`config.mk`:
```
export PLATFORM = sky130hd
export DESIGN_NAME = lsu_data_port
export DESIGN_NICKNAME = d
export VERILOG_FILES = /design/src/rtl/lsu_data_port.sv
export SDC_FILE = /design/constraint.sdc
export NUM_CORES = 1
export LEC_CHECK = 0
export CORE_MARGIN = 5
export CORE_UTILIZATION = 40
export DETAILED_ROUTE_END_ITERATION = 8
export PLACE_DENSITY = 0.75
export SLEW_MARGIN = 20
export SYNTH_ARGS = -nofsm -noshare
export SYNTH_HDL_FRONTEND = slang
export SYNTH_SLANG_ARGS = --single-unit
```
`constraint.sdc`:
```
create_clock -name clk -period 2.05 [get_ports clk]
set_input_delay 0.205 -clock clk [delete_from_list [all_inputs] [get_ports clk]]
set_output_delay 0.205 -clock clk [all_outputs]
set_load 0.01 [all_outputs]
```
`src/rtl/lsu_data_port.sv`:
```
// lsu_data_port: load/store initiator between the CPU memory stage and a
// word-only data BRAM with 1-cycle registered read latency.
//  - Byte/halfword/word RV32 accesses; sub-word stores use read-modify-write.
//  - Loads are lane-extracted (little-endian) and sign/zero extended.
//  - Optional macro LSU_RANGE_CHECK_EN: requests with any of
//    addr[31:ADDR_SIZE+1] set are rejected like misaligned ones. Without it
//    the upper address bits are ignored and addresses alias.
module lsu_data_port #(
  parameter int ADDR_SIZE = 7
) (
  input  logic        clk,
  input  logic        rst,
  input  logic        req_valid,
  output logic        req_ready,
  input  logic        req_we,
  input  logic [2:0]  req_funct3,
  input  logic [31:0] req_addr,
  input  logic [31:0] req_wdata,
  output logic        resp_valid,
  output logic        resp_err,
  output logic [31:0] resp_rdata,
  output logic [31:0] mem_read_addr,
  input  logic [31:0] mem_read_data,
  output logic [31:0] mem_write_addr,
  output logic [31:0] mem_write_data,
  output logic        mem_write_enable
);

  // Reject configurations whose range slice would be empty or reversed.
  if (ADDR_SIZE < 2 || ADDR_SIZE > 30) begin : g_bad_cfg
    $error("lsu_data_port: ADDR_SIZE must be within 2..30");
  end

  typedef enum logic [2:0] {IDLE, RD, CAP, WR, RESP} state_t;

  state_t      state, state_nxt;
  logic        we_q;
  logic [2:0]  funct3_q;
  logic [31:0] addr_q, wdata_q, merge_q;

  logic        req_fire;
  logic        f3_legal, misalign, out_of_range, req_err;
  logic [7:0]  byte_sel;
  logic [15:0] half_sel;
  logic [31:0] load_val, merge_val;

  assign req_fire       = req_valid && req_ready;
  assign mem_write_addr = {addr_q[31:2], 2'b00};

  // Classify the offered request: illegal size, misaligned, or out of range.
  always_comb begin
    if (req_we)
      f3_legal = (req_funct3 == 3'b000) || (req_funct3 == 3'b001) ||
                 (req_funct3 == 3'b010);
    else
      f3_legal = (req_funct3 == 3'b000) || (req_funct3 == 3'b001) ||
                 (req_funct3 == 3'b010) || (req_funct3 == 3'b100) ||
                 (req_funct3 == 3'b101);
    misalign = ((req_funct3[1:0] == 2'b01) && req_addr[0]) ||
               ((req_funct3[1:0] == 2'b10) && (req_addr[1:0] != 2'b00));
`ifdef LSU_RANGE_CHECK_EN
    out_of_range = |req_addr[31:ADDR_SIZE+1];
`else
    out_of_range = 1'b0;
`endif
    req_err = !f3_legal || misalign || out_of_range;
  end

  // Lane extraction and sign/zero extension of the returning read word.
  always_comb begin
    byte_sel = mem_read_data[{addr_q[1:0], 3'b000} +: 8];
    half_sel = addr_q[1] ? mem_read_data[31:16] : mem_read_data[15:0];
    case (funct3_q)
      3'b000:  load_val = {{24{byte_sel[7]}}, byte_sel};
      3'b001:  load_val = {{16{half_sel[15]}}, half_sel};
      3'b100:  load_val = {24'd0, byte_sel};
      3'b101:  load_val = {16'd0, half_sel};
      default: load_val = mem_read_data;
    endcase
  end

  // Read-modify-write merge: replace the addressed lane of the read word.
  always_comb begin
    merge_val = mem_read_data;
    if (funct3_q[1:0] == 2'b00)
      merge_val[{addr_q[1:0], 3'b000} +: 8] = wdata_q[7:0];
    else
      merge_val[{addr_q[1], 4'b0000} +: 16] = wdata_q[15:0];
  end

  // State register; reset aborts any in-flight request.
  always_ff @(posedge clk) begin
    if (rst) state <= IDLE;
    else     state <= state_nxt;
  end

  // Next-state: errors skip straight to RESP, SW skips the read phase.
  always_comb begin
    state_nxt = state;
    case (state)
      IDLE: if (req_fire) begin
              if (req_err)                                state_nxt = RESP;
              else if (req_we && req_funct3[1:0] == 2'b10) state_nxt = WR;
              else                                        state_nxt = RD;
            end
      RD:      state_nxt = CAP;
      CAP:     state_nxt = we_q ? WR : RESP;
      WR:      state_nxt = RESP;
      RESP:    state_nxt = IDLE;
      default: state_nxt = IDLE;
    endcase
  end

  // Per-state outputs toward the CPU and the memory.
  always_comb begin
    req_ready        = 1'b0;
    resp_valid       = 1'b0;
    mem_write_enable = 1'b0;
    mem_read_addr    = addr_q;
    mem_write_data   = '0;
    case (state)
      IDLE: begin
        req_ready     = 1'b1;
        mem_read_addr = '0;
      end
      WR: begin
        mem_write_enable = 1'b1;
        mem_write_data   = (funct3_q[1:0] == 2'b10) ? wdata_q : merge_q;
      end
      RESP:    resp_valid = 1'b1;
      default: ;
    endcase
  end

  // Request latch on acceptance; merged store word captured in CAP.
  always_ff @(posedge clk) begin
    if (rst) begin
      we_q     <= 1'b0;
      funct3_q <= '0;
      addr_q   <= '0;
      wdata_q  <= '0;
      merge_q  <= '0;
    end else begin
      if (req_fire) begin
        we_q     <= req_we;
        funct3_q <= req_funct3;
        addr_q   <= req_addr;
        wdata_q  <= req_wdata;
      end
      if (state == CAP) merge_q <= merge_val;
    end
  end

  // Response fields load only on entry to RESP and hold afterwards.
  always_ff @(posedge clk) begin
    if (rst) begin
      resp_err   <= 1'b0;
      resp_rdata <= '0;
    end else if (state != RESP && state_nxt == RESP) begin
      resp_err   <= (state == IDLE);
      resp_rdata <= (state == CAP && !we_q) ? load_val : '0;
    end
  end

endmodule

```
==> impl_metrics.yaml, run 1 <==
cts:
  worstSkewPairLatency_ns: 0.42
  cts_tree: "yes"
  h-tree-depth: 4
  cts_buffers: 17
  root_buffer: "clkbuf_16"
  cts_hold_buf: 0
  clock_sinks: 136
  clk_path_buf_depth: 2
  clkTransAtPathRegs_ns: 0.06
synthesis:
  ys_warn_count: 0
  ys.flop_type: "dfxtp_1"
  syn_area_mm2: 0.00684
  async_flop_share: 0
  netlist_instances: 863
  synth.distinct_cells: 44
  synth_edf_count: 0
  avgSynthCellArea_um2: 7.92
  ys_ff_latch: 136
  ys_seq_area_frac: 0.398
route:
  wl_mm: 24.7
  wl_met3_mm: 2.66
  vias_per_cell: 5.55
  dr_wl_met2_mm: 11.3
  top_layer: "met5"
  dr_total_vias: 7196
  routedWlPerCell_um: 19.0
  drtIter0Drc: 593
  ant_nets: 0
  drt_pre_antenna_iters: 5
  drc: 0
  wirelength_met1_mm: 10.0
sta:
  skew_ns: 0.00921
  fin_crit_ns: 2.01
  fin_crit_sh: 0.980
  final_hold_viol_count: 0
  final-max-slew-violation-count: 0
  worst_slack_ns: 0.0401
  max_freq_mhz: 498
  worst_pin_slew_ns: 0.573
  setup_viol: 0
  timing.hold.ws_ns: 0.0810
  relSlewSlack: 0.618
cells_and_area:
  layoutNonFillerInstCount: 1297
  drive_gt1_frac: 0.118
  ff_latch_area_mm2: 0.00274
  layout_commonest_cell: "nand2_1"
  fillerInstances: 1507
  nets: 1172
  mostFrequentLayoutCells: "220 x nand2_1, 165 x clkdlybuf4s50_1, 131 x a21oi_1"
  num_antenna_cells: 0
  final_cell_area_mm2: 0.0101
  multiInputGateArea_mm2: 0.00360
  area_growth_pct: 47.6
status:
  outcome: "finished clean"
min_path:
  holdCritPathClass: "input pin to flop"
worst_setup_path:
  slowest_stage: "dfxtp_2"
  cp_max_fo: 8
  cp_cell_sequence: "inv_1 -> nor2_4 -> buf_12 -> buf_8 -> nand2_1 -> a21oi_1 -> clkdlybuf4s15_1"
  endpoint_kind: "primary output"
  cp-start-kind: "flop"
  crit_family: "buffers and inverters"
  crit_arrival_ns: 1.80
  cp_num_buf_inv: 4
  worstSetupPathType: "flop to primary output"
  required_ns: 1.85
  cpPeakStageDelay_ns: 0.37
power:
  ir_drop_v: 0.000584
  total_power_mw: 7.81
  p_leak_nw: 3.86
  powerDensity_mw_per_mm2: 774
grt:
  grt_max_degree: 95
  antenna_found_initial: 1
  grt_pass1_wl_mm: 38.2
  grt_usage: 0.242
  overflow: 0
  grt_pass1_vias: 6932
placed_design:
  gp_congestion: 0.931
  dp.cells: 1255
  dpl_cell_area_mm2: 0.00932
  dp_hpwl_mm: 17.3
  preCtsSetupSlack_ns: -0.0450
  port_buffers: 232
die:
  die_h_um: 141
  core_mm2: 0.0167
  die_x_um: 141
  start_util: 0.409
  ios: 235
  die_area_mm2: 0.0198
  rows: 47
run:
  cap_violations: 0
## where the power goes
group	switching [mW]	total, mW	internal [mW]
Combinational	0.842	1.62	0.782
Sequential	0.132	2.94	2.81
Clock	1.19	3.24	2.06
Total	2.16	7.81	5.65
## sequential cells by signal, summed over array words and instances, names as in the netlist
name,count
merge_q,32
resp_err,1
resp_rdata,32
we_q,1
addr_q,32
funct3_q,3
wdata_q,32
state,3
## worst register-to-register path: stages, from the launching register on
cell      delay (ns)
dfxtp_1         0.34
inv_1           0.12
ha_1            0.38
and4b_1         0.47
a221oi_1        0.14
a211o_1         0.32
a21oi_1         0.12
## through the flow
stage | setup TNS (ns) | utilization
floorplan | 0 | -
global placement | 0 | 0.558
detailed placement | -0.433 | 0.558
CTS | 0 | 0.601
global route | -0.0235 | 0.604
finish | 0 | 0.604
## area by class of cell
class                           instances  share of cell area
Clock inverter                         13              0.0176
Clock buffer                           19              0.0439
Tap cell                              220              0.0273
Timing Repair Buffer                  286               0.280
Sequential cell                       136               0.271
Multi-Input combinational cell        616               0.357
Inverter                                7             0.00260
## logic make-up (layout without fill, tap and decap cells)
kind of cell / Yosys count / count (layout) / share of synthesized area
AO/OA/AOI/OAI: 244 / 244 / 0.237
adder cells (fa/ha/maj): 5 / 5 / 0.00915
buffers and inverters: 112 / 325 / 0.0816
multiplexers: 34 / 34 / 0.0545
other: 1 / 2 / 0.000548
AND/OR/NAND/NOR: 331 / 331 / 0.219
flip-flops: 136 / 136 / 0.398
## path summary, 6_finish.rpt
kind | cells after the start | end | slack [ns] | from
setup / recovery | 7 | mem_write_data[8] | 0.04 | funct3_q[1]$_SDFFE_PP0P_
hold / removal | 2 | funct3_q[0]$_SDFFE_PP0P_ | 0.08 | rst
setup reg to reg | 6 | merge_q[13]$_SDFFE_PP0N_ | 0.10 | addr_q[0]$_SDFFE_PP0P_
hold reg to reg | 2 | wdata_q[26]$_SDFFE_PP0P_ | 0.45 | wdata_q[26]$_SDFFE_PP0P_
## synthesized netlist by cell type, drive strengths merged (16+ instances only)
master  number  share of area
nand2      221           0.12
dfxtp      136           0.40
a21oi      131          0.096
clkbuf      59          0.032
buf         46          0.045
a221oi      32          0.041
nor2b       32          0.029
nor2        25          0.014
nor3        18          0.015
a221o       17          0.025
mux2i       17          0.025
a211o       16          0.020
mux2        16          0.026
## per-layer routing
layer  GRT usage  up-vias
met5           0        -
met4      0.0785        2
met3      0.0830       55
met2       0.386      400
met1       0.307     3348
li1            -     3391
## what timing repair did
action	CTS	global route
endpoints found under the setup margin	66	47
resized for setup	85	19
buffers inserted	6	3
gates cloned	1	1
(Power assumes the default switching activity.)
==> inputs of run 2 (changes only) <==
- GPL_TIMING_DRIVEN: unset -> 0
==> run 2 against run 1 <==
Compared with the run above:
- total power is 0.42% lower
- clock-buffer cell count is 3 higher
- setup slack better by 0.012 ns
- sequential power hardly changed
- cell count is 6.0% higher
- die area stayed put
- via count is 5.7% higher
- worst hold slack better by 0.24 ns
- critical path depth stayed put
- critical path type unchanged
- critical endpoint unchanged
==> impl_metrics.yaml, run 2 (synthesis gave the netlist of run 1 again) <==
sta:
  relSlewSlack: 0.452
  final-max-slew-violation-count: 0
  max_freq_mhz: 501
  fin_crit_sh: 0.975
  final_hold_viol_count: 0
  fin_crit_ns: 2.00
  worst_pin_slew_ns: 0.821
  skew_ns: 0.00830
  setup_viol: 0
route:
  routedWlPerCell_um: 19.3
  dr_total_vias: 7604
  wl_mm: 26.6
  vias_per_cell: 5.53
  drtIter0Drc: 725
  ant_nets: 0
  drc: 0
  drt_pre_antenna_iters: 6
worst_setup_path:
  cp-start-kind: "flop"
  endpoint_kind: "primary output"
  cp_max_fo: 8
  crit_arrival_ns: 1.79
  required_ns: 1.85
  reg2reg_from: "addr_q[1]$_SDFFE_PP0P_"
  worstSetupPathType: "flop to primary output"
  cp-startpoint: "funct3_q[0]$_SDFFE_PP0P_"
cells_and_area:
  multiInputGateArea_mm2: 0.00374
  post-route-util: 0.628
  drive_gt1_frac: 0.194
  layout_commonest_cell: "nand2_1"
  area_growth_pct: 53.3
  ff_latch_area_mm2: 0.00273
  mostFrequentLayoutCells: "219 x nand2_1, 167 x clkdlybuf4s50_1, 131 x dfxtp_1"
  layoutNonFillerInstCount: 1375
  fillerInstances: 1492
  nets: 1250
  num_antenna_cells: 0
die:
  die_area_mm2: 0.0198
  rows: 47
  start_util: 0.409
  ios: 235
  die_x_um: 141
  die_h_um: 141
  core_mm2: 0.0167
cts:
  clkTransAtPathRegs_ns: 0.06
  clock_sinks: 136
  cts_tree: "yes"
  cts_buffers: 17
  h-tree-depth: 4
  root_buffer: "clkbuf_16"
  cts_hold_buf: 0
  worstSkewPairLatency_ns: 0.42
  clk_path_buf_depth: 2
run:
  cap_violations: 0
grt:
  grt_max_degree: 17
  grt_pass1_wl_mm: 40.7
  grt_pass1_vias: 7576
  overflow: 0
  antenna_found_initial: 0
  grt_usage: 0.261
power:
  powerDensity_mw_per_mm2: 742
  ir_drop_v: 0.000611
  p_leak_nw: 4.05
  total_power_mw: 7.77
status:
  outcome: "finished clean"
min_path:
  holdCritPathClass: "input pin to flop"
  hp-start: "req_addr[6]"
placed_design:
  port_buffers: 232
  gp_congestion: 0.966
  dp.cells: 1316
  dp_hpwl_mm: 19.4
-- run 2: path summary, 6_finish.rpt --
path                            cells after the start  slack [ns]                        to
worst max-delay path                                7        0.05         mem_write_data[8]
worst min-delay path                                3        0.32    addr_q[6]$_SDFFE_PP0P_
worst max register to register                      7        0.06  merge_q[30]$_SDFFE_PP0N_
worst min register to register                      2        0.45  wdata_q[28]$_SDFFE_PP0P_
-- run 2: final cells by class --
cell class | instances | share of cell area
plain buffers | 99 | 0.0640
clock inverters | 10 | 0.0112
inverters | 7 | 0.00358
clock buffers | 22 | 0.0462
multi-input cells | 616 | 0.357
well taps | 220 | 0.0263
flip-flops and latches | 136 | 0.261
repair buffers | 265 | 0.231
-- run 2: per-stage QoR --
stage	hold WS [ns]	setup TNS (ns)	cell area, um^2	setup slack (ns)
3_5_place_dp	0.447	-74.54	9440	-0.885
3_3_place_gp	0.443	-69.80	9440	-0.835
4_1_cts	0.306	-0.771	10300	-0.113
2_1_floorplan	0.341	0	6840	0.0133
6_report	0.324	0	10500	0.0521
5_1_grt	0.320	-0.0677	10500	-0.0156
-- run 2: layer usage --
metal  wire length (um)  vias up  share of wire  global-route usage
met5                  0        -              0                   0
met4               1050        0          0.039               0.124
met3               2890       81           0.11              0.0843
met2              12300      421           0.46               0.421
met1              10300     3547           0.39               0.315
li1                   -     3555              -                   -
-- run 2: report_power, final --
group	switching (mW)	total, mW	internal [mW]	leakage, nW
combinational	0.883	1.70	0.818	2.65
sequential	0.160	2.97	2.81	1.11
clock	1.19	3.11	1.92	0.285
-- run 2: worst max-delay path: stages, from the launching register on --
cell	delay (ns)
dfxtp_4	0.37
buf_8	0.13
nor2_4	0.20
buf_8	0.16
buf_6	0.11
nand2_1	0.06
a21oi_2	0.18
buf_2	0.16
-- run 2: timing repair --
item,in CTS,in global routing
buffers inserted,24,9
pin swaps,6,7
endpoints found under the setup margin,198,119
resized for setup,231,59
cloned,0,1
==> variant: new RTL, config.mk and constraints of run 2 <==
Reset style: asynchronous (`rst`), changed in 3 clocked blocks.
--- a/src/rtl/lsu_data_port.sv
+++ b/src/rtl/lsu_data_port.sv
@@ -89,7 +89,7 @@
   end
 
   // State register; reset aborts any in-flight request.
-  always_ff @(posedge clk) begin
+  always_ff @(posedge clk or posedge rst) begin
     if (rst) state <= IDLE;
     else     state <= state_nxt;
   end
@@ -133,7 +133,7 @@
   end
 
   // Request latch on acceptance; merged store word captured in CAP.
-  always_ff @(posedge clk) begin
+  always_ff @(posedge clk or posedge rst) begin
     if (rst) begin
       we_q     <= 1'b0;
       funct3_q <= '0;
@@ -152,7 +152,7 @@
   end
 
   // Response fields load only on entry to RESP and hold afterwards.
-  always_ff @(posedge clk) begin
+  always_ff @(posedge clk or posedge rst) begin
     if (rst) begin
       resp_err   <= 1'b0;
       resp_rdata <= '0;
Check against the original RTL: differs if rst is asserted again (counterexample within 4 cycles, from zero or initial values and one cycle with rst high); with rst held inactive, the same outputs for 4 cycles.
==> variant against run 2 <==
Synthesized cell count decreased by 19%; sequential cell count did not move; synthesized area is 4.5% higher; wire length fell by 0.59%; setup slack got worse by 0.024 ns; critical endpoint is now merge_q[14]; design area rose by 7.2%.
Power is not compared: it rests on default switching activity, and its combinational part moved more than twofold at a synthesized area within 25%.
==> variant: results (changes against run 2) <==
STA
  • Setup ws final: 0.0282 ns (-0.0239 ns)
  • Min Hold Slack: 0.153 ns (-0.170 ns)
  • Worst Skew: 0.00724 ns (-0.00106 ns)
  • Max_slew headroom: 48.6% (+3.3 points)

Global route
  • Global routing usage on met3: 7.49% (-0.94 points)
  • Met1 Usage GRT: 32.8% (+1.3 points)
  • Total track usage: 25.3% (-0.71 points)
  • Via count of the first global-routing pass: 7059 (-6.8%)
  • Met2 Use GR: 41.5% (-0.59 points)

Logic synthesis
  • Post-synthesis sequential area ratio: 47.6% (+7.8 points)
  • Top cells by area, synth: dfrtp_1 (48%), mux2_2 (15%), nand2_1 (4.5%)
  • Synth top cells by count: dfrtp_1 (136), mux2_2 (93), nand2_1 (85), a21oi_1 (50), nor2_1 (50)
  • Synth Flop Type: dfrtp_1
  • Post-synth cell types: 42 (-4.5%)
  • Post-synthesis async set-or-reset flop share: 100% (+100 points)

Setup path
  • Worst R2R Start: funct3_q[0]
  • Critical Path Max Stage Delay: 0.42 ns (+0.05 ns)
  • Worst setup endpoint: merge_q[14]
  • CP max FO: 10 (+2)
  • Slowest cell on crit path: dfrtp_2

Drt
  • Vias: 6889 (-9.4%)
  • DRT met1 WL: 10300 um (-0.73%)
  • Met2 WL: 12800 um (+4.4%)

Placed design
  • HPWL Detailed: 19300 um (-0.77%)

Min path
  • Hold Path Class: input pin to asynchronous set/reset pin

Clock network
  • Post-CTS Setup Bufs: 22 (-8.3%)
  • Post-CTS sizing: 268 (+16%)

Layout
  • Share of layout cells above drive strength 1: 33.4% (+14 points)
  • Final nets: 1097 (-12%)

Run status
  • Outcome: finished, final reports clean
variant: cell count changes after synthesis, sizes merged, moves of 10 or more:
| cell | before | now |
|---|---|---|
| nor2 | 25 | 50 |
| dfrtp | 0 | 136 |
| clkbuf | 59 | 37 |
| dfxtp | 136 | 0 |
| inv | 7 | 17 |
| mux2i | 17 | 2 |
| a21oi | 131 | 50 |
| o2bb2ai | 15 | 0 |
| a211o | 16 | 0 |
| nor3 | 18 | 4 |
| o21ai | 10 | 42 |
| nand2 | 221 | 85 |
| mux2 | 16 | 93 |
variant: through the flow:
stage | area [sq um] | std cells | power, W
floorplan | 7170 | 700 | 0.0101
global placement | 9770 | 1157 | 0.0140
detailed placement | 9890 | 1162 | 0.0141
CTS | 11000 | 1218 | 0.0186
global route | 11200 | 1227 | 0.0203
finish | 11200 | 1227 | 0.0193
variant: power groups by stage:
stage          combinational (W)  clock [W]  sequential, W
6_report                  0.0106    0.00344        0.00520
2_1_floorplan            0.00526          0        0.00485
5_1_grt                   0.0114    0.00361        0.00536
4_1_cts                  0.00998    0.00348        0.00513
3_5_place_dp             0.00904          0        0.00509
3_3_place_gp             0.00892          0        0.00506
variant: final cells by class:
type,count,area [sq um]
Timing Repair Buffer,276,2640
Sequential cell,136,3410
Buffer,77,609
Tap cell,225,282
Fill cell,1418,6180
Inverter,18,77.6
Clock buffer,19,443
Multi-Input combinational cell,463,3550
Clock inverter,13,218
variant: kinds of logic after synthesis:
logic type      after synthesis  share of synthesized area, %
flops                       136                          47.6
buf+inv                     101                          7.50
simple gates                188                          12.0
other cells                   1                        0.0525
compound gates              173                          17.0
fa+ha+maj                     5                         0.876
mux                          95                          14.9
